===== config.mk =====
export PLATFORM = sky130hd
export DESIGN_NAME = if_stage_pipe
export DESIGN_NICKNAME = d
export VERILOG_FILES = /design/src/rtl/pipeline_pkg.sv /design/src/rtl/sat_counter.sv /design/src/rtl/if_stage_pipe.sv
export SDC_FILE = /design/constraint.sdc
export NUM_CORES = 1
export LEC_CHECK = 0
export CAP_MARGIN = 25
export CELL_PAD_IN_SITES_DETAIL_PLACEMENT = 0
export CELL_PAD_IN_SITES_GLOBAL_PLACEMENT = 2
export CORE_MARGIN = 4
export CORE_UTILIZATION = 25
export CTS_CLUSTER_DIAMETER = 30
export DETAILED_ROUTE_END_ITERATION = 7
export GPL_ROUTABILITY_DRIVEN = 0
export PLACE_DENSITY = 0.76
export SYNTH_ARGS = -nofsm -noshare
export SYNTH_HDL_FRONTEND = slang
export SYNTH_HIERARCHICAL = 1
export SYNTH_SLANG_ARGS = --single-unit

===== constraint.sdc =====
create_clock -name clk -period 2.5 [get_ports clk]
set_clock_uncertainty 0.2 [all_clocks]
set_input_delay 0.375 -clock clk [delete_from_list [all_inputs] [get_ports clk]]
set_output_delay 0.375 -clock clk [all_outputs]
set_load 0.005 [all_outputs]

===== src/rtl/pipeline_pkg.sv =====
// Shared pipeline constants and helpers for the fetch/decode boundary.
//   XLEN      : default datapath/address width
//   NOP_INSTR : canonical bubble instruction (addi x0, x0, 0)
//   RS1_LSB / RS2_LSB / FIELD_W : register-source field positions in an instruction
package pipeline_pkg;

    localparam int unsigned XLEN      = 32;
    localparam int unsigned INSTR_W   = 32;
    localparam int unsigned FIELD_W   = 5;
    localparam int unsigned RS1_LSB   = 15;
    localparam int unsigned RS2_LSB   = 20;
    localparam logic [31:0] NOP_INSTR = 32'h0000_0013;

    // Extract a 5-bit register specifier starting at bit lsb.
    function automatic logic [FIELD_W-1:0] reg_field(
        input logic [INSTR_W-1:0] instr,
        input int unsigned        lsb
    );
        return instr[lsb +: FIELD_W];
    endfunction

endpackage


===== src/rtl/sat_counter.sv =====
// Saturating up-counter used for pipeline performance debug.
//   clk   : clock
//   rst_n : synchronous active-low clear
//   inc   : increment request for this cycle
//   count : current value; holds at all-ones instead of wrapping
module sat_counter #(
    parameter int unsigned W = 16
) (
    input  logic         clk,
    input  logic         rst_n,
    input  logic         inc,
    output logic [W-1:0] count
);

    localparam logic [W-1:0] MAX_VAL = {W{1'b1}};

    always_ff @(posedge clk) begin
        if (!rst_n) begin
            count <= '0;
        end else if (inc && (count != MAX_VAL)) begin
            count <= count + W'(1);
        end
    end

endmodule


===== src/rtl/if_stage_pipe.sv =====
// Instruction-fetch stage plus IF/ID pipeline register.
//   clk, rst_n            : clock, synchronous active-low reset
//   PCWrite, IF_ID_Write  : hazard-unit stall controls (0 = hold)
//   branch_taken/_target  : EX-stage redirect; flushes IF/ID
//   imem_addr/imem_rdata  : instruction memory (combinational read)
//   IF_ID_*               : pipeline register contents toward ID / hazard unit
//   stall_count/flush_count : saturating performance counters
module if_stage_pipe #(
    parameter int unsigned      XLEN     = 32,
    parameter logic [XLEN-1:0]  RESET_PC = '0,
    parameter int unsigned      CNT_W    = 16
) (
    input  logic             clk,
    input  logic             rst_n,
    input  logic             PCWrite,
    input  logic             IF_ID_Write,
    input  logic             branch_taken,
    input  logic [XLEN-1:0]  branch_target,
    output logic [XLEN-1:0]  imem_addr,
    input  logic [31:0]      imem_rdata,
    output logic [XLEN-1:0]  IF_ID_PC,
    output logic [XLEN-1:0]  IF_ID_PCPlus4,
    output logic [31:0]      IF_ID_Instr,
    output logic             IF_ID_Valid,
    output logic [4:0]       IF_ID_RegisterRs1,
    output logic [4:0]       IF_ID_RegisterRs2,
    output logic [CNT_W-1:0] stall_count,
    output logic [CNT_W-1:0] flush_count
);

    import pipeline_pkg::NOP_INSTR;
    import pipeline_pkg::RS1_LSB;
    import pipeline_pkg::RS2_LSB;
    import pipeline_pkg::reg_field;

    logic [XLEN-1:0] pc_q;
    logic [XLEN-1:0] if_pc_q;
    logic [31:0]     if_instr_q;
    logic            if_valid_q;
    logic            stall_inc_c;
    logic            flush_inc_c;

    // A redirect flushes IF/ID, so a simultaneous IF/ID hold is not a stall.
    always_comb begin
        flush_inc_c = branch_taken;
        stall_inc_c = 1'b0;
        if (!branch_taken && !IF_ID_Write) begin
            stall_inc_c = 1'b1;
        end
    end

    // PC and IF/ID register; the redirect outranks both hazard holds.
    always_ff @(posedge clk) begin
        if (!rst_n) begin
            pc_q       <= RESET_PC;
            if_pc_q    <= '0;
            if_instr_q <= NOP_INSTR;
            if_valid_q <= 1'b0;
        end else if (branch_taken) begin
            pc_q       <= {branch_target[XLEN-1:2], 2'b00};
            if_pc_q    <= '0;
            if_instr_q <= NOP_INSTR;
            if_valid_q <= 1'b0;
        end else begin
            if (PCWrite) begin
                pc_q <= pc_q + XLEN'(4);
            end
            if (IF_ID_Write) begin
                if_pc_q    <= pc_q;
                if_instr_q <= imem_rdata;
                if_valid_q <= 1'b1;
            end
        end
    end

    sat_counter #(.W(CNT_W)) u_stall_cnt (
        .clk   (clk),
        .rst_n (rst_n),
        .inc   (stall_inc_c),
        .count (stall_count)
    );

    sat_counter #(.W(CNT_W)) u_flush_cnt (
        .clk   (clk),
        .rst_n (rst_n),
        .inc   (flush_inc_c),
        .count (flush_count)
    );

    // Bubble holds NOP, whose rs fields are zero, so it never matches a real rd.
    assign imem_addr         = pc_q;
    assign IF_ID_PC          = if_pc_q;
    assign IF_ID_PCPlus4     = if_pc_q + XLEN'(4);
    assign IF_ID_Instr       = if_instr_q;
    assign IF_ID_Valid       = if_valid_q;
    assign IF_ID_RegisterRs1 = reg_field(if_instr_q, RS1_LSB);
    assign IF_ID_RegisterRs2 = reg_field(if_instr_q, RS2_LSB);

endmodule


==> results of run 1 <==
-- repair_timing --
item | 4_1_cts | 5_1_grt
pin swaps | 14 | 27
hold buffers | 0 | 0
endpoints found under the setup margin | 26 | 22
resized for setup | 98 | 42
endpoints found under the hold margin | 0 | 0
setup buffers | 12 | 4
-- cell type report --
cell class | instances | area (µm²)
clock inverter | 14 | 263
fill | 2540 | 14200
timing repair buffer | 317 | 2920
multi-input combinational | 529 | 3680
clock buffer | 18 | 439
inverter | 14 | 52.6
tap | 324 | 405
sequential | 125 | 2520
-- how the worst min path moves through the flow --
stage | end | slack (ps) | depth (start not counted)
CTS | u_stall_cnt/count[10]$_SDFFE_PN0P_ | 160 | 2
floorplan | IF_ID_Valid$_SDFFE_PP0P_ | 270 | 2
finish | u_stall_cnt/count[10]$_SDFFE_PN0P_ | 170 | 2
global route | u_stall_cnt/count[10]$_SDFFE_PN0P_ | 190 | 2
global placement | IF_ID_Valid$_SDFFE_PP0P_ | 260 | 2
detailed placement | IF_ID_Valid$_SDFFE_PP0P_ | 260 | 2
-- critical path, cell delays in order, from the launching register on --
cell,delay (ps)
dfxtp_2,330
nand4_1,160
buf_4,190
nor4_4,250
buf_4,170
buf_6,120
buf_6,90
nand3_4,60
xnor2_2,130
buf_2,120
-- kinds of logic (layout without fill, tap and decap cells) --
| group | after synthesis | count (layout) |
|---|---|---|
| mux | 69 | 69 |
| simple gates | 301 | 301 |
| xor+xnor | 42 | 42 |
| flops | 125 | 125 |
| fa+ha+maj | 4 | 4 |
| other cells | 1 | 6 |
| buf+inv | 64 | 363 |
| compound gates | 107 | 107 |
-- synthesized netlist by cell type (9+ instances only) --
master	instances	share of area
inv_1	14	0.0084
nand2_1	47	0.028
and3_1	9	0.0090
nor4_1	10	0.0099
nand4_1	30	0.030
o31ai_1	14	0.017
o21ai_0	32	0.025
nand3_1	35	0.028
mux2i_1	69	0.11
nand2b_1	9	0.0090
o211a_1	10	0.016
and4_1	16	0.022
nor3_1	14	0.011
a21oi_1	22	0.018
nor2_1	84	0.050
xor2_1	11	0.015
xnor2_1	31	0.043
dfxtp_1	125	0.40
buf_4	18	0.021
clkbuf_1	27	0.016
or4_1	14	0.017
-- state kept, by name, indices dropped and copies added (netlist names) --
| signal | count |
|---|---|
| IF_ID_PC | 30 |
| IF_ID_Valid | 1 |
| IF_ID_Instr | 32 |
| imem_addr | 30 |
| u_stall_cnt/count | 16 |
| u_flush_cnt/count | 16 |
-- per-layer routing --
metal  wire length [µm]  share of wire  track usage
met1              11200           0.48        0.228
met2              10900           0.47        0.264
met3                869          0.037       0.0311
met4                264          0.011       0.0402
met5                  0              0            0
-- power by group --
group,total [W],switching [W],internal (W),leakage (nW)
combinational,0.000622,0.000258,0.000364,2.66
sequential,0.00214,0.0000827,0.00206,1.02
clock,0.00299,0.000981,0.00201,0.341
total,0.00575,0.00132,0.00443,4.03
-- stage by stage --
step	hold WS [ps]	instance area [µm²]	cells	setup WS (ps)
after detailed placement	263	9340	1294	-64.8
after global placement	256	9340	1294	-35.5
after global routing	193	10300	1341	-203
final	172	10300	1341	-115
after floorplan	265	6310	718	203
after CTS	159	10100	1338	-158
==> metrics.cfg, run 1 <==
[outcome]
status=complete, but fails checks
violations=negative setup slack

[synth]
synth-adder-area-share=0.00796
yosys.area_share.simple=0.263
synth_top_family_by_area=simple AND/OR/NAND/NOR gates
synth_area_um2=6290
synth_edf_count=0
ys_seq_area_frac=0.398
ys_seq_elements=125
ys_async_sr_fraction=0
ys.warnings.count=6
synthMuxAreaShare=0.110
ys_types=52
postSynthAreaPerCell_um2=8.82
ys.flop_type=dfxtp_1
synth_compound_area_frac=0.111
synth_cells=713
synth-xor-area-share=0.0585

[detailed_routing]
drtPass1Iterations=5
wl_um=23300
vias=6295
via_per_inst=4.69
drc=0
drtAntennaViolNets=0
wl_per_cell_um=17.4
drtIter0Drc=257

[cts]
clock_latency_ps=420
cts_buffers=17
clkTransAtPathRegs_ps=70
clock_sink_count=125
clock_path_buffers=2
root_buffer=clkbuf_16
cts_tree=done
cts_max_level=4

[worst_setup_path]
r2r-start=u_flush_cnt/count[0]$_SDFFE_PN0P_
crit_path_end=IF_ID_PCPlus4[27]
crit_start=IF_ID_PC[12]$_SDFFE_PP0P_
reg2reg_to=u_flush_cnt/count[9]$_SDFFE_PN0P_
cp.required_ps=1920
critPathCaptureType=primary output
r2r_cells=6
arrival_ps=2040
worstPathMaxFanout=4
r2r_slack_ps=470
criticalPathCategory=reg -> out
startpoint_type=flip-flop

[die]
dieArea_um2=27800
ios=240
floorplan.initialDensity=0.256
coreArea_um2=24500
die_w_um=167
die_h_um=167
rows=57

[cells_and_area]
syn_to_final_growth_pct=63.5
drive_gt1_frac=0.183
utilization=0.419
final_cell_mix=clkdlybuf4s50_1 (204), dfxtp_1 (118), nor2_1 (80)
mostFrequentLayoutCell=clkdlybuf4s50_1
fin_nets=1077
antennaDiodeCount=0

[sta]
setup_ws_ps=-115
slew_headroom=0.552
fin_crit_sh=1.05
rsz0062_at_grt=yes
fmax_ghz=0.382
worst_slew_pin_slew_ps=663
setup_viol=12
fin_setup_tns_ps=-661
slew_viol_final=0
finalCriticalPeriod_ps=2610
hold_viol=0

[power_and_ir_drop]
worst_ir_drop_vdd_uv=421
totalPowerFinal_w=0.00575
cellLeakagePower_nw=4.03
power_density_nw_per_um2=559

[placement]
dp_hpwl_um=17400
portBuffers=231

[global_route]
grt_antenna_before_repair=0
grt.overflow.total=0
track_usage=0.164
grt_max_degree=64
grt_pass1_wl_um=36400
grt_pass1_vias=6085

[job]
max-cap-violations=0

[hold_path]
hold_path_class=in -> reg
hold_start=rst_n

(Power assumes the default switching activity.)
==> run 2, diff against run 1 <==
--- a/config.mk
+++ b/config.mk
@@ -7,13 +7,14 @@
 export LEC_CHECK = 0
 export CAP_MARGIN = 25
 export CELL_PAD_IN_SITES_DETAIL_PLACEMENT = 0
-export CELL_PAD_IN_SITES_GLOBAL_PLACEMENT = 2
+export CELL_PAD_IN_SITES_GLOBAL_PLACEMENT = 1
 export CORE_MARGIN = 4
-export CORE_UTILIZATION = 25
+export CORE_UTILIZATION = 32
 export CTS_CLUSTER_DIAMETER = 30
 export DETAILED_ROUTE_END_ITERATION = 7
 export GPL_ROUTABILITY_DRIVEN = 0
 export PLACE_DENSITY = 0.76
+export SKIP_CTS_REPAIR_TIMING = 1
 export SYNTH_ARGS = -nofsm -noshare
 export SYNTH_HDL_FRONTEND = slang
 export SYNTH_HIERARCHICAL = 1
==> metrics.cfg, run 2 (synthesis results as in run 1) <==
[power_and_ir_drop]
p_comb_frac=0.116
worst_ir_drop_vdd_uv=442
p_seq_frac=0.399
cellLeakagePower_nw=4.07
p_switching_w=0.00124
p_int_w=0.00410
sw_frac_of_total=0.232
clockPowerShare=0.485
power_density_nw_per_um2=531

[global_route]
use_met1=0.237
track_usage=0.183
grt-busiest-layer=met2
grt_pass1_vias=5972
grt_pass1_wl_um=31900
grt.overflow.total=0
grt_max_degree=64
grt_antenna_before_repair=2
grtUsageMet3=0.0713
met2_usage=0.286

[cts]
cts_tree=done
cts_buffers=17
cts_max_level=4
clock_sink_count=125
clkTransAtPathRegs_ps=60
clock_latency_ps=420
root_buffer=clkbuf_16
clock_path_buffers=2

[die]
die_h_um=148
ios=240
dieArea_um2=22000
die_w_um=148
rows=51
floorplan.initialDensity=0.324
coreArea_um2=19400

[cells_and_area]
largest_reg_flops=32
syn_to_final_growth_pct=59.9
mostFrequentLayoutCell=clkdlybuf4s50_1
layout.area.seq_um2=2520
fillers=1891
utilization=0.518
multi_input_area_um2=3610
final_cell_mix=clkdlybuf4s50_1 (204), dfxtp_1 (117), nor2_1 (82)
fin_nets=1066
drive_gt1_frac=0.157

[worst_setup_path]
critPathCaptureType=primary output
cp.required_ps=1920
cp_slowest_cell=dfxtp_4
crit_path_max_incr_delay_ps=360
cp_num_buf_inv=5
critical_path.most_common_cell=buf_6
worstPathMaxFanout=4
crit_chain=buf_6 > nand4_1 > nor4_2 > buf_4 > buf_6 > buf_6 > nand3_2 > xnor2_1 > buf_2
criticalPathCategory=reg -> out
startpoint_type=flip-flop
path_delay_family=buffers and inverters
arrival_ps=2110

[hold_path]
hold_path_class=in -> reg

[detailed_routing]
drc=0
drtIter0Drc=333
via_per_inst=4.99
wl_per_cell_um=16.4
drtPass1Iterations=4
drtAntennaViolNets=0
wl_um=20800
vias=6349

[outcome]
status=complete, but fails checks
violations=negative setup slack

[sta]
fin_setup_tns_ps=-903
fmax_ghz=0.372
setup_viol=9
setup_ws_ps=-186
rsz0062_at_grt=yes
worst_slew_pin_slew_ps=667
fin_crit_sh=1.07
slew_viol_final=0
slew_headroom=0.550
hold_viol=0
finalCriticalPeriod_ps=2690

[placement]
dp_hpwl_um=15000
portBuffers=231

[job]
max-cap-violations=0

-- run 2: layout make-up --
| cell class | instances | area share |
|---|---|---|
| Sequential cell | 125 | 0.251 |
| Multi-Input combinational cell | 529 | 0.359 |
| Timing Repair Buffer | 306 | 0.290 |
| Antenna cell | 1 | 0.000249 |
| Clock inverter | 9 | 0.0133 |
| Inverter | 14 | 0.00523 |
| Clock buffer | 23 | 0.0485 |
| Tap cell | 265 | 0.0330 |
-- run 2: routing by layer --
layer | up-vias | routed length, µm
met3 | 19 | 1780
met5 | - | 27
met2 | 195 | 9510
li1 | 3159 | -
met1 | 2972 | 9280
met4 | 4 | 223
-- run 2: final timing paths --
kind	start	end	slack, ps	cells past startpoint
worst min register to register	IF_ID_Instr[0]$_SDFFE_PP1P_	IF_ID_Instr[0]$_SDFFE_PP1P_	270	2
worst min-delay path	rst_n	u_stall_cnt/count[10]$_SDFFE_PN0P_	230	2
worst max register to register	imem_addr[3]$_SDFFE_PN0P_	imem_addr[18]$_SDFFE_PN0P_	400	5
worst max-delay path	IF_ID_PC[2]$_SDFFE_PP0P_	IF_ID_PCPlus4[27]	-190	9
-- run 2: power by group through the flow --
stage	registers (W)	clock network (W)	logic (W)
2_1_floorplan	0.00218	0	0.000235
3_3_place_gp	0.00218	0	0.000623
3_5_place_dp	0.00218	0	0.000626
4_1_cts	0.00213	0.00266	0.000631
5_1_grt	0.00214	0.00276	0.000673
6_report	0.00213	0.00259	0.000618
-- run 2: stage by stage --
step | setup WS, ps | instance area (µm²) | power (W) | instances | hold slack (ps)
global route | -312 | 10100 | 0.00557 | 1271 | 255
global placement | 44.7 | 9240 | 0.00280 | 1230 | 252
detailed placement | -31.7 | 9240 | 0.00280 | 1230 | 256
CTS | -496 | 9860 | 0.00543 | 1262 | 230
finish | -186 | 10100 | 0.00534 | 1272 | 234
floorplan | 203 | 6310 | 0.00241 | 718 | 265
==> run 3, diff against run 2 <==
--- a/config.mk
+++ b/config.mk
@@ -8,12 +8,11 @@
 export CAP_MARGIN = 25
 export CELL_PAD_IN_SITES_DETAIL_PLACEMENT = 0
 export CELL_PAD_IN_SITES_GLOBAL_PLACEMENT = 1
-export CORE_MARGIN = 4
 export CORE_UTILIZATION = 32
 export CTS_CLUSTER_DIAMETER = 30
 export DETAILED_ROUTE_END_ITERATION = 7
 export GPL_ROUTABILITY_DRIVEN = 0
-export PLACE_DENSITY = 0.76
+export PLACE_DENSITY_LB_ADDON = 0.1
 export SKIP_CTS_REPAIR_TIMING = 1
 export SYNTH_ARGS = -nofsm -noshare
 export SYNTH_HDL_FRONTEND = slang
==> metrics.cfg, run 3 (synthesis results as in run 1) <==
[die]
die_h_um=142
dieArea_um2=20200
die_w_um=142
rows=50
ios=240
coreArea_um2=19000
floorplan.initialDensity=0.332

[hold_path]
hold_path_class=in -> reg

[sta]
setup_viol=11
hold_viol=0
fin_setup_tns_ps=-1100
setup_ws_ps=-137
finalCriticalPeriod_ps=2640
rsz0062_at_grt=yes
fin_crit_sh=1.05
fmax_ghz=0.379
slew_headroom=0.528
worst_slew_pin_slew_ps=699
slew_viol_final=0

[placement]
portBuffers=231
dp_hpwl_um=15900
place_inst=1221
dpl_cell_area_um2=9160
pre_cts_ws_ps=3.53

[cts]
cts_max_level=4
clock_sink_count=125
clock_latency_ps=410
cts_tree=done
cts_buffers=17
root_buffer=clkbuf_16
clkTransAtPathRegs_ps=50
clock_path_buffers=2

[worst_setup_path]
criticalPathCategory=reg -> out
crit_path_max_incr_delay_ps=360
critPathCaptureType=primary output
crit_chain=ha_4 > nand3_2 > nor4_2 > buf_4 > buf_6 > buf_4 > nand4_1 > xnor2_1 > clkbuf_2
cp.required_ps=1920
critical_path.most_common_cell=buf_4
cp_slowest_cell=dfxtp_4
startpoint_type=flip-flop
worstPathMaxFanout=4
arrival_ps=2060
r2r_slack_ps=360

[global_route]
grt.overflow.total=0
track_usage=0.209
grt_pass1_vias=6368
grt_pass1_wl_um=32900
grt_antenna_before_repair=0
grt_max_degree=64

[cells_and_area]
fin_nets=1067
fin_cells=1267
largest_reg_flops=32
syn_to_final_growth_pct=59.1
fillers=1764
mostFrequentLayoutCell=clkdlybuf4s50_1
utilization=0.528
antennaDiodeCount=0
final_cell_mix=clkdlybuf4s50_1 (204), dfxtp_1 (122), nor2_1 (82)
drive_gt1_frac=0.154
stdcell_area_um2=10000

[power_and_ir_drop]
power_density_nw_per_um2=543
worst_ir_drop_vdd_uv=461
cellLeakagePower_nw=4.07

[detailed_routing]
drtIter0Drc=277
vias=6457
via_per_inst=5.10
wl_um=21300
drtAntennaViolNets=0
drtPass1Iterations=4
drc=0
wl_per_cell_um=16.8

[job]
max-cap-violations=0

[outcome]
status=complete, but fails checks
violations=negative setup slack

run 3: cell count changes in the layout (fill, tap and decap cells not counted), sizes merged:
cell	delta
clkbuf	-1
diode	-1
clkinvlp	+2
buf	-1
bufinv	+2
clkinv	-1
run 3: critical path: cells and delay by family, from the launching register on:
kind                       cells  cell delay (ps)
and+or+nand+nor                3              470
buffers and inverters          4              530
adders and majority gates      1              140
xor gates and xnor gates       1              150
DFF                            1              360
run 3: final timing paths:
check / start / end / cells after the start
worst max-delay path: IF_ID_PC[3]$_SDFFE_PP0P_ / IF_ID_PCPlus4[28] / 9
worst min-delay path: IF_ID_Write / u_stall_cnt/count[1]$_SDFFE_PN0P_ / 5
worst max register to register: u_flush_cnt/count[13]$_SDFFE_PN0P_ / u_flush_cnt/count[15]$_SDFFE_PN0P_ / 5
worst min register to register: IF_ID_Instr[0]$_SDFFE_PP1P_ / IF_ID_Instr[0]$_SDFFE_PP1P_ / 2
run 3: layout make-up:
cell class,instances,area [µm²],share of cell area
clock buffers,20,447,0.0446
clock inverters,12,193,0.0193
inverters,14,52.6,0.00525
multi-input cells,529,3600,0.360
flip-flops and latches,125,2510,0.251
well taps,260,325,0.0325
repair buffers,307,2880,0.288
run 3: per-layer routing:
layer  part of all wire  vias up  track usage
li1                   -     3153            -
met1               0.43     3114        0.251
met2               0.51      164        0.365
met3              0.048       26       0.0464
met4              0.016        0       0.0736
met5                  0        -            0
run 3: where the power goes:
group | switching (W) | internal, W
logic | 0.000255 | 0.000362
registers | 0.0000798 | 0.00206
clock network | 0.000895 | 0.00179
run 3: through the flow:
step	total power (W)	hold WS, ps
floorplan	0.00241	265
global placement	0.00279	253
detailed placement	0.00280	262
CTS	0.00550	199
global route	0.00564	232
finish	0.00544	214
